**config.mk**
```make
export PLATFORM = sky130hd
export DESIGN_NAME = clk_div_multi
export DESIGN_NICKNAME = d
export VERILOG_FILES = /design/src/rtl/clk_div_pkg.sv /design/src/rtl/clk_div_channel.sv /design/src/rtl/clk_div_multi.sv
export SDC_FILE = /design/constraint.sdc
export NUM_CORES = 1
export LEC_CHECK = 0
export CORE_AREA = 3 3 226 228
export DETAILED_ROUTE_END_ITERATION = 10
export DIE_AREA = 0 0 229 231
export HOLD_SLACK_MARGIN = 0.12
export PLACE_DENSITY = 0.76
export SLEW_MARGIN = 10
export SYNTH_ARGS = -nofsm -noshare
export SYNTH_HDL_FRONTEND = slang
export SYNTH_HIERARCHICAL = 1
export SYNTH_SLANG_ARGS = --single-unit
```
**constraint.sdc**
```tcl
create_clock -name clk_100MHz -period 4.9 [get_ports clk_100MHz]
set_clock_uncertainty 0.15 [all_clocks]
set_input_delay 0.49 -clock clk_100MHz [delete_from_list [all_inputs] [get_ports clk_100MHz]]
set_output_delay 0.49 -clock clk_100MHz [all_outputs]
set_load 0.01 [all_outputs]
```
**src/rtl/clk_div_pkg.sv**
```systemverilog
// -----------------------------------------------------------------------------
// clk_div_pkg
// Shared constants and types for the multi-channel clock divider.
// The board clock rate and the divisors for common rates are kept here so the
// timekeeping logic and the divider share one source of truth.
// -----------------------------------------------------------------------------
package clk_div_pkg;

    localparam int unsigned CNT_W_DEF = 27;
    localparam int unsigned CLK_HZ    = 100_000_000;

    typedef logic [CNT_W_DEF-1:0] div_t;

    // Divisors for the 100 MHz board clock.
    localparam int unsigned DIV_1HZ  = 100_000_000;
    localparam int unsigned DIV_1KHZ = 100_000;
    localparam int unsigned DIV_2HZ  = 50_000_000;

endpackage : clk_div_pkg

```
**src/rtl/clk_div_channel.sv**
```systemverilog
// -----------------------------------------------------------------------------
// clk_div_channel
// One divider channel: counter, active divisor, pending divisor, tick and
// square-wave outputs. The caller decides when the channel advances.
//
// Ports:
//   clk_100MHz  system clock, rising edge
//   rst         asynchronous active-high reset
//   en_i        channel enable (an idle channel applies a pending divisor at once)
//   adv_i       advance this edge (already qualified by enable/clear/cascade)
//   clr_i       synchronous clear, overrides advancing
//   load_i      divisor load strobe
//   div_i       divisor value captured on load_i
//   tick_o      one-cycle pulse at the end of every period
//   sq_o        square wave, low for floor(D/2) cycles then high for the rest
//   pend_o      a loaded divisor is waiting for the period boundary
// -----------------------------------------------------------------------------
module clk_div_channel
    import clk_div_pkg::*;
#(
    parameter int unsigned      CNT_W   = CNT_W_DEF,
    parameter logic [CNT_W-1:0] RST_DIV = CNT_W'(DIV_1HZ)
) (
    input  logic             clk_100MHz,
    input  logic             rst,
    input  logic             en_i,
    input  logic             adv_i,
    input  logic             clr_i,
    input  logic             load_i,
    input  logic [CNT_W-1:0] div_i,
    output logic             tick_o,
    output logic             sq_o,
    output logic             pend_o
);

    logic [CNT_W-1:0] cnt_q, cnt_d;
    logic [CNT_W-1:0] div_q, div_d;
    logic [CNT_W-1:0] pend_div_q, pend_div_d;
    logic             pend_q, pend_d;
    logic             tick_q, tick_d;
    logic             sq_q, sq_d;

    logic [CNT_W-1:0] div_eff;
    logic [CNT_W-1:0] cnt_inc;
    logic             wrap;
    logic             xfer;

    always_comb begin
        // Divisors 0 and 1 both behave as divide-by-one.
        div_eff = (div_q <= CNT_W'(1)) ? CNT_W'(1) : div_q;
        cnt_inc = cnt_q + CNT_W'(1);
        wrap    = adv_i && (cnt_q == div_eff - CNT_W'(1));
        // An idle channel has no period boundary to wait for.
        xfer    = pend_q && (wrap || !en_i);

        // NOTE: every next-state signal gets a default here so no path leaves
        // it unassigned; otherwise synthesis would infer a latch.
        cnt_d      = cnt_q;
        div_d      = div_q;
        pend_div_d = pend_div_q;
        pend_d     = pend_q;
        tick_d     = 1'b0;
        sq_d       = sq_q;

        if (clr_i) begin
            cnt_d  = '0;
            sq_d   = 1'b0;
            pend_d = 1'b0;
            if (pend_q) div_d = pend_div_q;
            // A load coinciding with clear is applied directly.
            if (load_i) div_d = div_i;
        end else begin
            if (adv_i) begin
                if (wrap) begin
                    cnt_d  = '0;
                    tick_d = 1'b1;
                    sq_d   = 1'b0;
                end else begin
                    cnt_d = cnt_inc;
                    sq_d  = (cnt_inc >= (div_q >> 1));
                end
            end
            // A transfer always restarts the period so cnt never exceeds the
            // new divisor.
            if (xfer) begin
                div_d  = pend_div_q;
                pend_d = 1'b0;
                cnt_d  = '0;
                sq_d   = 1'b0;
            end
            // A load on the transfer edge becomes the next pending value.
            if (load_i) begin
                pend_div_d = div_i;
                pend_d     = 1'b1;
            end
        end
    end

    // NOTE: sequential state uses non-blocking assignments so all registers
    // update together from the values present before the edge.
    always_ff @(posedge clk_100MHz or posedge rst) begin
        if (rst) begin
            cnt_q      <= '0;
            div_q      <= RST_DIV;
            pend_div_q <= RST_DIV;
            pend_q     <= 1'b0;
            tick_q     <= 1'b0;
            sq_q       <= 1'b0;
        end else begin
            cnt_q      <= cnt_d;
            div_q      <= div_d;
            pend_div_q <= pend_div_d;
            pend_q     <= pend_d;
            tick_q     <= tick_d;
            sq_q       <= sq_d;
        end
    end

    assign tick_o = tick_q;
    assign sq_o   = sq_q;
    assign pend_o = pend_q;

endmodule : clk_div_channel

```
**src/rtl/clk_div_multi.sv**
```systemverilog
// -----------------------------------------------------------------------------
// clk_div_multi
// NUM_CH independent programmable dividers off the 100 MHz board clock, each
// producing a one-cycle tick and a near-50% square wave. Divisor loads are
// applied at period boundaries so no short or long period is ever produced.
//
// Build option: define CLK_DIV_CASCADE_EN to chain the channels; channel k>0
// then advances only when channel k-1 ticked on the previous cycle
// (e.g. seconds -> minutes -> hours).
//
// Ports:
//   clk_100MHz  system clock, rising edge
//   rst         asynchronous active-high reset
//   en_i        per-channel count enable
//   clr_i       synchronous clear of all channels
//   load_i      per-channel divisor load strobe
//   div_i       flat divisors, channel k at [k*CNT_W +: CNT_W]
//   tick_o      per-channel one-cycle pulse per period
//   sq_o        per-channel square wave
//   pend_o      per-channel loaded divisor waiting for its period boundary
// -----------------------------------------------------------------------------
module clk_div_multi
    import clk_div_pkg::*;
#(
    parameter int unsigned NUM_CH      = 4,
    parameter int unsigned CNT_W       = CNT_W_DEF,
    parameter int unsigned DEFAULT_DIV = DIV_1HZ
) (
    input  logic                    clk_100MHz,
    input  logic                    rst,
    input  logic [NUM_CH-1:0]       en_i,
    input  logic                    clr_i,
    input  logic [NUM_CH-1:0]       load_i,
    input  logic [NUM_CH*CNT_W-1:0] div_i,
    output logic [NUM_CH-1:0]       tick_o,
    output logic [NUM_CH-1:0]       sq_o,
    output logic [NUM_CH-1:0]       pend_o
);

    localparam logic [CNT_W-1:0] RST_DIV = CNT_W'(DEFAULT_DIV);

    logic [NUM_CH-1:0] adv;

    assign adv[0] = en_i[0] && !clr_i;

    for (genvar k = 1; k < NUM_CH; k++) begin : g_adv
`ifdef CLK_DIV_CASCADE_EN
        // Registered tick of the previous stage: one cycle of delay per stage.
        assign adv[k] = en_i[k] && tick_o[k-1] && !clr_i;
`else
        assign adv[k] = en_i[k] && !clr_i;
`endif
    end

    for (genvar k = 0; k < NUM_CH; k++) begin : g_ch
        clk_div_channel #(
            .CNT_W   (CNT_W),
            .RST_DIV (RST_DIV)
        ) u_ch (
            .clk_100MHz (clk_100MHz),
            .rst        (rst),
            .en_i       (en_i[k]),
            .adv_i      (adv[k]),
            .clr_i      (clr_i),
            .load_i     (load_i[k]),
            .div_i      (div_i[k*CNT_W +: CNT_W]),
            .tick_o     (tick_o[k]),
            .sq_o       (sq_o[k]),
            .pend_o     (pend_o[k])
        );
    end

endmodule : clk_div_multi

```
==> impl_summary.md, run 1 <==
Clock network
TritonCTS built the clock tree. The TritonCTS sink count is 336. The number of setup buffers added after CTS is 0. In this run, CTS created clock tree buffers numbering 38. The clock latency of the later-clocked register in the worst-skew pair is 0.58 ns. The cell at the root of the clock tree is clkbuf_16. Counting along the longest clock path gives a buffer depth of 3. In this run, post-CTS hold repair placed 0 buffers. The H-tree depth is 2. The register clock-pin slew on the reported worst setup and hold paths is 0.06 ns.

Critical path
The worst reg2reg path startpoint is g_ch[3].u_ch/div_q[6]$_DFFE_PP0P_. The worst-path maximum fanout is 27. The critical path is of the register to register type. The kind of end point of the critical path is a register. For flop-to-flop paths, the worst setup slack is 0.30 ns.

The depth of the worst register-to-register path is 15. The endpoint of the most critical register-to-register path is g_ch[3].u_ch/div_q[7]$_DFFE_PP0P_. STA puts the critical path data arrival time at 4.90 ns. Data on the critical path is required at its endpoint by 5.20 ns.

STA classifies the critical path startpoint as a register.

Floorplanning
The core footprint is 49100 sq um. The boundary pin count is 131. From left edge to right edge, the die measures 229 um. For this configuration, the core starts out at a cell density of 49.8%. The die covers 52900 sq um. The die is 231 um tall. The floorplan has 81 rows.

Synthesis
The sequential element share of the synthesized area is 34.9%. The warning count from the yosys run is 6. After synthesis, the share of cell area in mux cells is 6.15%.

The mapped netlist covers 24400 sq um. The arithmetic-cell share of the synthesized area counting full adders, half adders and majority gates is 5.74%. The count of distinct cell types in the synthesized netlist is 65. The average instance area after synthesis is 9.47 sq um. The number of synthesized flops with an enable pin is 0. After synthesis, the largest family of logic cells by area is simple AND/OR/NAND/NOR gates. The gate count after technology mapping is 2580. After Yosys synthesis, and, or, nand and nor cells account for 20.3% of the synthesized area.

The commonest register cell after synthesis is dfrtp_1. Summing the areas of all xor and xnor instances in the mapped netlist gives 11.0% of the synthesized area. The area fraction in compound gates after synthesis is 16.2%. The register bit count reported by yosys is 336. Of all flip-flops after synthesis, the portion carrying an async set or reset was 100%. The net count of the mapped netlist is 2811.

Placement
Before CTS, the worst setup slack after placement is 0.217 ns. The count of buffers added on input and output ports is 130. The final weighted congestion of routability-driven global placement is 0.946.

Detailed placement ended at an HPWL of 47700 um.

Routing
The count of antenna-violating nets left after detailed routing is 0. The detailed-route wire length per cell is 19.1 um. Dividing the detail-routed via count by the number of cells gives 6.05.

The via count is 20300. In the routed design, unresolved DRC markers number 0. After the first detailed-routing iteration, the DRC count stood at 1434.

The first TritonRoute pass finished after 5 iterations. The total wirelength of the detailed-routed design is 64200 um.

Outcome
The flow ran to the end, and the final reports show no timing, DRC or antenna violations.

Finish
The post-route netlist has 15.5% of its cells at a drive strength greater than 1. Compared with the post-synthesis result, the final layout area differs by 13.5%. The final net count is 2893.

The number of filler cells placed in the layout is 4308.

STA
The highest achievable clock rate is 218 MHz. The slew at the pin with the worst max-slew slack is 1.05 ns. The minimum clock period after layout is 4.60 ns.

The setup TNS is 0 ns. After layout, the worst path uses 93.8% of the clock period. In this run the tightest slew margin relative to its limit is 29.7%. Setup violations remaining at the end of the flow were counted as 0. The final hold violation count was 0. Setup repair after global routing left no endpoint under its margin. The final count of pins violating max slew is 0.

The post-layout worst setup margin is 0.302 ns.

Power and ir drop
The internal power of the cells totals 5.70 mW. Net switching is 30.4% of the power. The power per standard cell area is 295 nW/um^2. The peak supply drop is 0.249 mV. The share of total power dissipated in the clock network is 36.8%. The leakage power of the design is 11.6 nW. The portion of total power attributed to sequential cells is 43.9%. The net switching power figure is 2.49 mW. In this run, the combinational gates consume 19.3% of the power.

Hold path
The path with the worst hold slack has its endpoint at g_ch[3].u_ch/pend_div_q[11]$_DFFE_PP0P_. The count of cells along the worst hold path is 1. The worst hold path class is register to register. The startpoint identified for the worst hold timing path is g_ch[3].u_ch/pend_div_q[11]$_DFFE_PP0P_.

Global route
The pin count of the biggest net entering global routing is 54. The number of global-route vias before repair is 20000. The global-route wire length before repair is 105000 um.

The initial antenna violation count is 3. In the global route stage, overall resource usage came out at 24.0%. The total overflow left after global routing is 0.

Job
The max-cap check violation count is 0.
## metrics by stage
step	area [sq um]	util (%)	hold slack (ns)	instances	total power, mW
floorplan	24400	-	0.355	2580	4.63
global placement	26400	53.8	0.365	3286	5.13
detailed placement	26400	53.8	0.375	3286	5.19
CTS	27700	56.5	0.377	3356	8.26
global route	27700	56.5	0.402	3356	8.59
finish	27700	56.5	0.387	3357	8.19
## cells by family after synthesis
family / Yosys count
xor+xnor: 308
fa+ha+maj: 112
simple gates: 908
buf+inv: 316
flops: 336
compound gates: 464
mux: 136
## timing repair
item / CTS / global route
setup endpoints to repair: 0 / 42
gates resized for setup: 0 / 3
endpoints found under the hold margin: 0 / 0
## sequential cells by signal, summed over array words and instances, names as in the netlist
name                  cells
g_ch.u_ch/sq_o            4
g_ch.u_ch/tick_o          4
g_ch.u_ch/div_q         108
g_ch.u_ch/pend_div_q    108
g_ch.u_ch/pend_o          4
g_ch.u_ch/cnt_q         108
## placed cells by master, fill, tap and decap left out, types with 96 or more instances in the layout
master / instances
clkdlybuf4s50_1: 129
dfrtp_1: 240
dfstp_2: 96
ha_1: 112
inv_1: 140
mux2_2: 112
nand2_1: 144
nand3_1: 108
nand4_1: 100
nor2_1: 256
o221a_1: 108
xnor2_1: 132
xor2_1: 176
## worst max-delay path, stage by stage, from the launching register on
cell and delay, ns:
dfrtp_1 0.45, nor4_2 0.47, nand4_4 0.18, nor3_2 0.27
nor2_1 0.07, ha_1 0.24, nor4b_4 0.17, and3_1 0.21
nand4_1 0.11, nand3_1 0.10, a2111oi_2 0.35, nand4bb_1 0.18
or4_1 0.55, or4b_1 0.47, buf_4 0.25, o221a_1 0.26
## cell type report
type	count	area [sq um]	share of cell area (%)
clock buffer	55	1140	4.11
timing repair buffer	214	1930	6.95
clock inverter	15	185	0.668
inverter	144	546	1.97
antenna	1	2.50	0.00903
sequential	336	8530	30.8
multi-input combinational	1928	14600	52.5
tap	664	831	3.00
## metal layers
layer,vias up,routed length [um],global-route usage [%],share of wire [%]
met5,-,23,0,0.036
met4,4,1970,8.35,3.1
met3,120,3640,3.42,5.7
met2,610,29800,39.2,46
met1,10000,28800,32.8,45
li1,9560,-,-,-
## worst max-delay path by stage
stage                                                    end  slack (ns)                                from  depth (start not counted)
final                      g_ch[3].u_ch/div_q[7]$_DFFE_PP0P_        0.30   g_ch[3].u_ch/div_q[6]$_DFFE_PP0P_                         15
after detailed placement  g_ch[2].u_ch/div_q[12]$_DFFE_PP0P_        0.22  g_ch[2].u_ch/div_q[12]$_DFFE_PP0P_                         15
after global routing       g_ch[2].u_ch/div_q[9]$_DFFE_PP0P_        0.02  g_ch[2].u_ch/div_q[15]$_DFFE_PP1P_                         15
after floorplan            g_ch[0].u_ch/div_q[0]$_DFFE_PP0P_        0.62  g_ch[0].u_ch/div_q[12]$_DFFE_PP0P_                         17
after global placement     g_ch[3].u_ch/div_q[7]$_DFFE_PP0P_        0.31  g_ch[3].u_ch/div_q[12]$_DFFE_PP0P_                         15
after CTS                  g_ch[2].u_ch/div_q[2]$_DFFE_PP0P_        0.20  g_ch[2].u_ch/div_q[12]$_DFFE_PP0P_                         15
## synthesized netlist by cell type, drive strengths merged (16+ instances only)
cell type / number / share of area, %
a211o: 16 / 0.57
a21o: 32 / 0.98
a21oi: 36 / 0.74
a31oi: 16 / 0.66
and3: 32 / 0.82
and4: 20 / 0.72
buf: 64 / 1.9
clkbuf: 108 / 1.7
dfrtp: 240 / 25
dfstp: 96 / 10
ha: 112 / 5.7
inv: 144 / 2.2
mux2: 112 / 5.2
mux2i: 24 / 0.98
nand2: 144 / 2.2
nand2b: 36 / 0.92
nand3: 108 / 2.2
nand4: 104 / 2.9
nor2: 260 / 4.0
nor2b: 20 / 0.51
nor3: 76 / 1.6
nor4: 32 / 1.5
nor4b: 20 / 0.96
o21ai: 48 / 1.0
o221a: 108 / 5.0
o22a: 92 / 3.3
o22ai: 16 / 0.41
xnor2: 132 / 4.7
xor2: 176 / 6.3
## power by group through the flow
stage / Clock [mW] / Combinational (mW) / Sequential (mW)
floorplan: 0 / 1.20 / 3.43
global placement: 0 / 1.52 / 3.61
detailed placement: 0 / 1.56 / 3.63
CTS: 3.10 / 1.58 / 3.58
global route: 3.20 / 1.75 / 3.64
finish: 3.01 / 1.58 / 3.59
Power figures use the tool's default switching activity.
==> inputs of run 2 (changes only) <==
--- a/config.mk
+++ b/config.mk
@@ -10,6 +10,7 @@
 export DIE_AREA = 0 0 229 231
 export HOLD_SLACK_MARGIN = 0.12
 export PLACE_DENSITY = 0.76
+export REMOVE_ABC_BUFFERS = 1
 export SLEW_MARGIN = 10
 export SYNTH_ARGS = -nofsm -noshare
 export SYNTH_HDL_FRONTEND = slang
==> impl_summary.md, run 2 (synthesized netlist as in run 1, its figures left out) <==
Clock network
The TritonCTS sink count came to 336 (unchanged). The clock tree from TritonCTS is yes (unchanged). The number of buffers inserted during clock tree synthesis is 38 (unchanged). The H-tree depth is 2 (unchanged). The number of buffers between clock root and the deepest sink is 3 (unchanged). The clock latency of the later-clocked register in the worst-skew pair is 0.56 ns (was 0.58 ns).

The cell at the root of the clock tree was clkbuf_16 (unchanged). The register clock-pin slew on the reported worst setup and hold paths is 0.06 ns (about the same).

Finish
The leading cell type in the layout, fill and taps excluded is nor2_1 (unchanged). The layout cell share with drive strength beyond 1 is 15.6% (was 15.5%). Biggest regs: g_ch.u_ch/cnt_q (108), g_ch.u_ch/div_q (108), g_ch.u_ch/pend_div_q (108) (unchanged).

The number of filler cells placed in the layout is 4277 (was 4308). The final net count is 2896 (was 2893). The diode insertion count for antenna repair was 0 (was 1). Highest-count cells in the layout ignoring fill and taps: nor2_1, dfrtp_1, xor2_1, nand2_1, inv_1 (unchanged). The count of non-filler cells in the finished layout is 3358 (was 3357). The post-route core utilization is 56.4% (was 56.5%). The synthesis-to-layout area growth is 13.3% (was 13.5%). The final design instance area without fill came to 27700 sq um (about the same).

Placement
The number of buffers inserted by port buffering was 130 (unchanged). The detailed placer's ending HPWL was 47900 um (was 47700 um). The post-placement worst setup slack is 0.0920 ns (was 0.217 ns).

The instance count after placement with tap cells included is 3287 (was 3286). The final weighted congestion of routability-driven global placement is 0.951 (was 0.946). The instance area after placement is 26400 sq um (about the same).

Critical path
The worst reg2reg path startpoint is g_ch[1].u_ch/div_q[6]$_DFFE_PP0P_ (was g_ch[3].u_ch/div_q[6]$_DFFE_PP0P_). The kind of critical path is register to register (unchanged). The worst-path maximum fanout came to 16 (was 27). The endpoint of the most critical register-to-register path was g_ch[1].u_ch/div_q[4]$_DFFE_PP0P_ (was g_ch[3].u_ch/div_q[7]$_DFFE_PP0P_). The kind of end point of the critical path is a register (unchanged).

The depth of the worst register-to-register path is 15 (unchanged). The internal reg-to-reg setup slack is 0.21 ns (was 0.30 ns). The worst endpoint required time is 5.18 ns (was 5.20 ns).

The startpoint class of the critical path is a register (unchanged). The critical path launch point is g_ch[1].u_ch/div_q[6]$_DFFE_PP0P_ (was g_ch[3].u_ch/div_q[6]$_DFFE_PP0P_). The signal arrival time at the worst endpoint is 4.97 ns (was 4.90 ns).

Power and ir drop
The power per standard cell area came to 292 nW/um^2 (was 295 nW/um^2). The fraction of power spent switching nets is 30.6% (was 30.4%). The design internal power was 5.62 mW (was 5.70 mW). The leakage power of the design was 11.5 nW (was 11.6 nW). The net switching power figure is 2.48 mW (was 2.49 mW).

The clock network fraction of design power was 35.9% (was 36.8%). The overall power of the completed layout was 8.10 mW (was 8.19 mW). The peak supply drop is 0.282 mV (was 0.249 mV). The share of total power in combinational logic is 19.9% (was 19.3%).

The portion of total power attributed to sequential cells is 44.2% (was 43.9%).

Global route
The pin count of the biggest net entering global routing is 54 (unchanged). The number of global-route vias before repair is 20400 (was 20000). The global-route wire length before repair is 107000 um (was 105000 um). The aggregate global routing overflow is 0 (unchanged). The combined global-route utilization of all metal layers was 24.3% (was 24.0%). The initial antenna violation count is 0 (was 3).

STA
The final worst-path cycle share came to 95.7% (was 93.8%). RSZ-0062 raised after global routing: false (unchanged). The minimum clock period after layout is 4.69 ns (was 4.60 ns).

The relative slew slack is 23.1% (was 29.7%). The final hold violation count is 0 (unchanged). The highest achievable clock rate was 213 MHz (was 218 MHz).

The post-layout worst setup margin is 0.213 ns (was 0.302 ns). The setup TNS is 0 ns (unchanged). The final count of pins violating max slew is 0 (unchanged). The worst hold margin came to 0.386 ns (was 0.387 ns). The final setup violation count is 0 (unchanged).

The slew at the pin with the worst max-slew slack was 1.15 ns (was 1.05 ns).

Floorplanning
The number of cell rows is 81 (unchanged). The starting utilization of the core area was 49.8% (unchanged). The die footprint is 52900 sq um (unchanged). The die extent in y came to 231 um (unchanged). The core footprint is 49100 sq um (unchanged). The die width was 229 um (unchanged). The boundary pin count is 131 (unchanged).

Routing
The total wirelength of the detailed-routed design is 65000 um (was 64200 um). The via density per instance is 6.04 (was 6.05). The count of antenna-violating nets left after detailed routing is 0 (unchanged). The starting DRC count in detailed routing is 1424 (was 1434). The via count was 20300 (about the same). The detailed-route wire length per cell was 19.4 um (was 19.1 um). The number of detailed-route iterations in the first pass is 5 (unchanged). The number of remaining DRC errors came to 0 (unchanged).

Hold path
The worst hold path startpoint was g_ch[0].u_ch/pend_div_q[11]$_DFFE_PP0P_ (was g_ch[3].u_ch/pend_div_q[11]$_DFFE_PP0P_). The destination of the worst hold path is g_ch[0].u_ch/pend_div_q[11]$_DFFE_PP0P_ (was g_ch[3].u_ch/pend_div_q[11]$_DFFE_PP0P_). The worst hold path class is register to register (unchanged). The count of cells along the worst hold path is 1 (unchanged).

Job
The max-cap check violation count is 0 (unchanged).

Outcome
Status: completed (unchanged).
[run 2: what timing repair did]
action,CTS,global route
endpoints found under the hold margin,0,0
hold buffers,0,0
endpoints found under the setup margin,0,60
buffers inserted,0,2
resized for setup,0,4
[run 2: metal layers]
layer	GRT usage (%)	share of wire [%]	vias up
li1	-	-	9577
met1	32.8	45	9989
met2	40.0	46	574
met3	3.10	5.0	143
met4	9.18	3.4	0
met5	0	0	-
[run 2: how the worst max path moves through the flow]
stage	endpoint
floorplan	g_ch[0].u_ch/div_q[0]$_DFFE_PP0P_
global placement	g_ch[1].u_ch/div_q[2]$_DFFE_PP0P_
detailed placement	g_ch[1].u_ch/div_q[0]$_DFFE_PP0P_
CTS	g_ch[1].u_ch/div_q[4]$_DFFE_PP0P_
global route	g_ch[2].u_ch/div_q[7]$_DFFE_PP0P_
finish	g_ch[1].u_ch/div_q[4]$_DFFE_PP0P_
[run 2: worst max-delay path, stage by stage, from the launching register on]
cell and delay [ns]:
dfrtp_1 0.47, nor4_4 0.39, nand4_4 0.17, nor3_2 0.32, nor2_1 0.09, ha_1 0.25
nor4b_4 0.17, and3_1 0.20, nand4_1 0.11, nand3_1 0.12, a2111oi_2 0.40, nand4bb_1 0.18
or4_1 0.53, or4b_1 0.53, buf_4 0.23, o221a_1 0.24
[run 2: cell type report]
class                           count  area, sq um  share of cell area (%)
Clock inverter                     16          158                   0.569
Tap cell                          664          831                    3.00
Clock buffer                       53         1110                    4.01
Sequential cell                   336         8530                    30.8
Inverter                          144          546                    1.97
Timing Repair Buffer              217         1950                    7.04
Multi-Input combinational cell   1928        14600                    52.6
[run 2: power groups by stage]
stage	Combinational [mW]	Clock, mW	Sequential, mW
finish	1.61	2.91	3.58
global route	1.77	3.10	3.63
CTS	1.61	3.00	3.56
detailed placement	1.59	0	3.61
global placement	1.55	0	3.58
floorplan	1.05	0	3.52
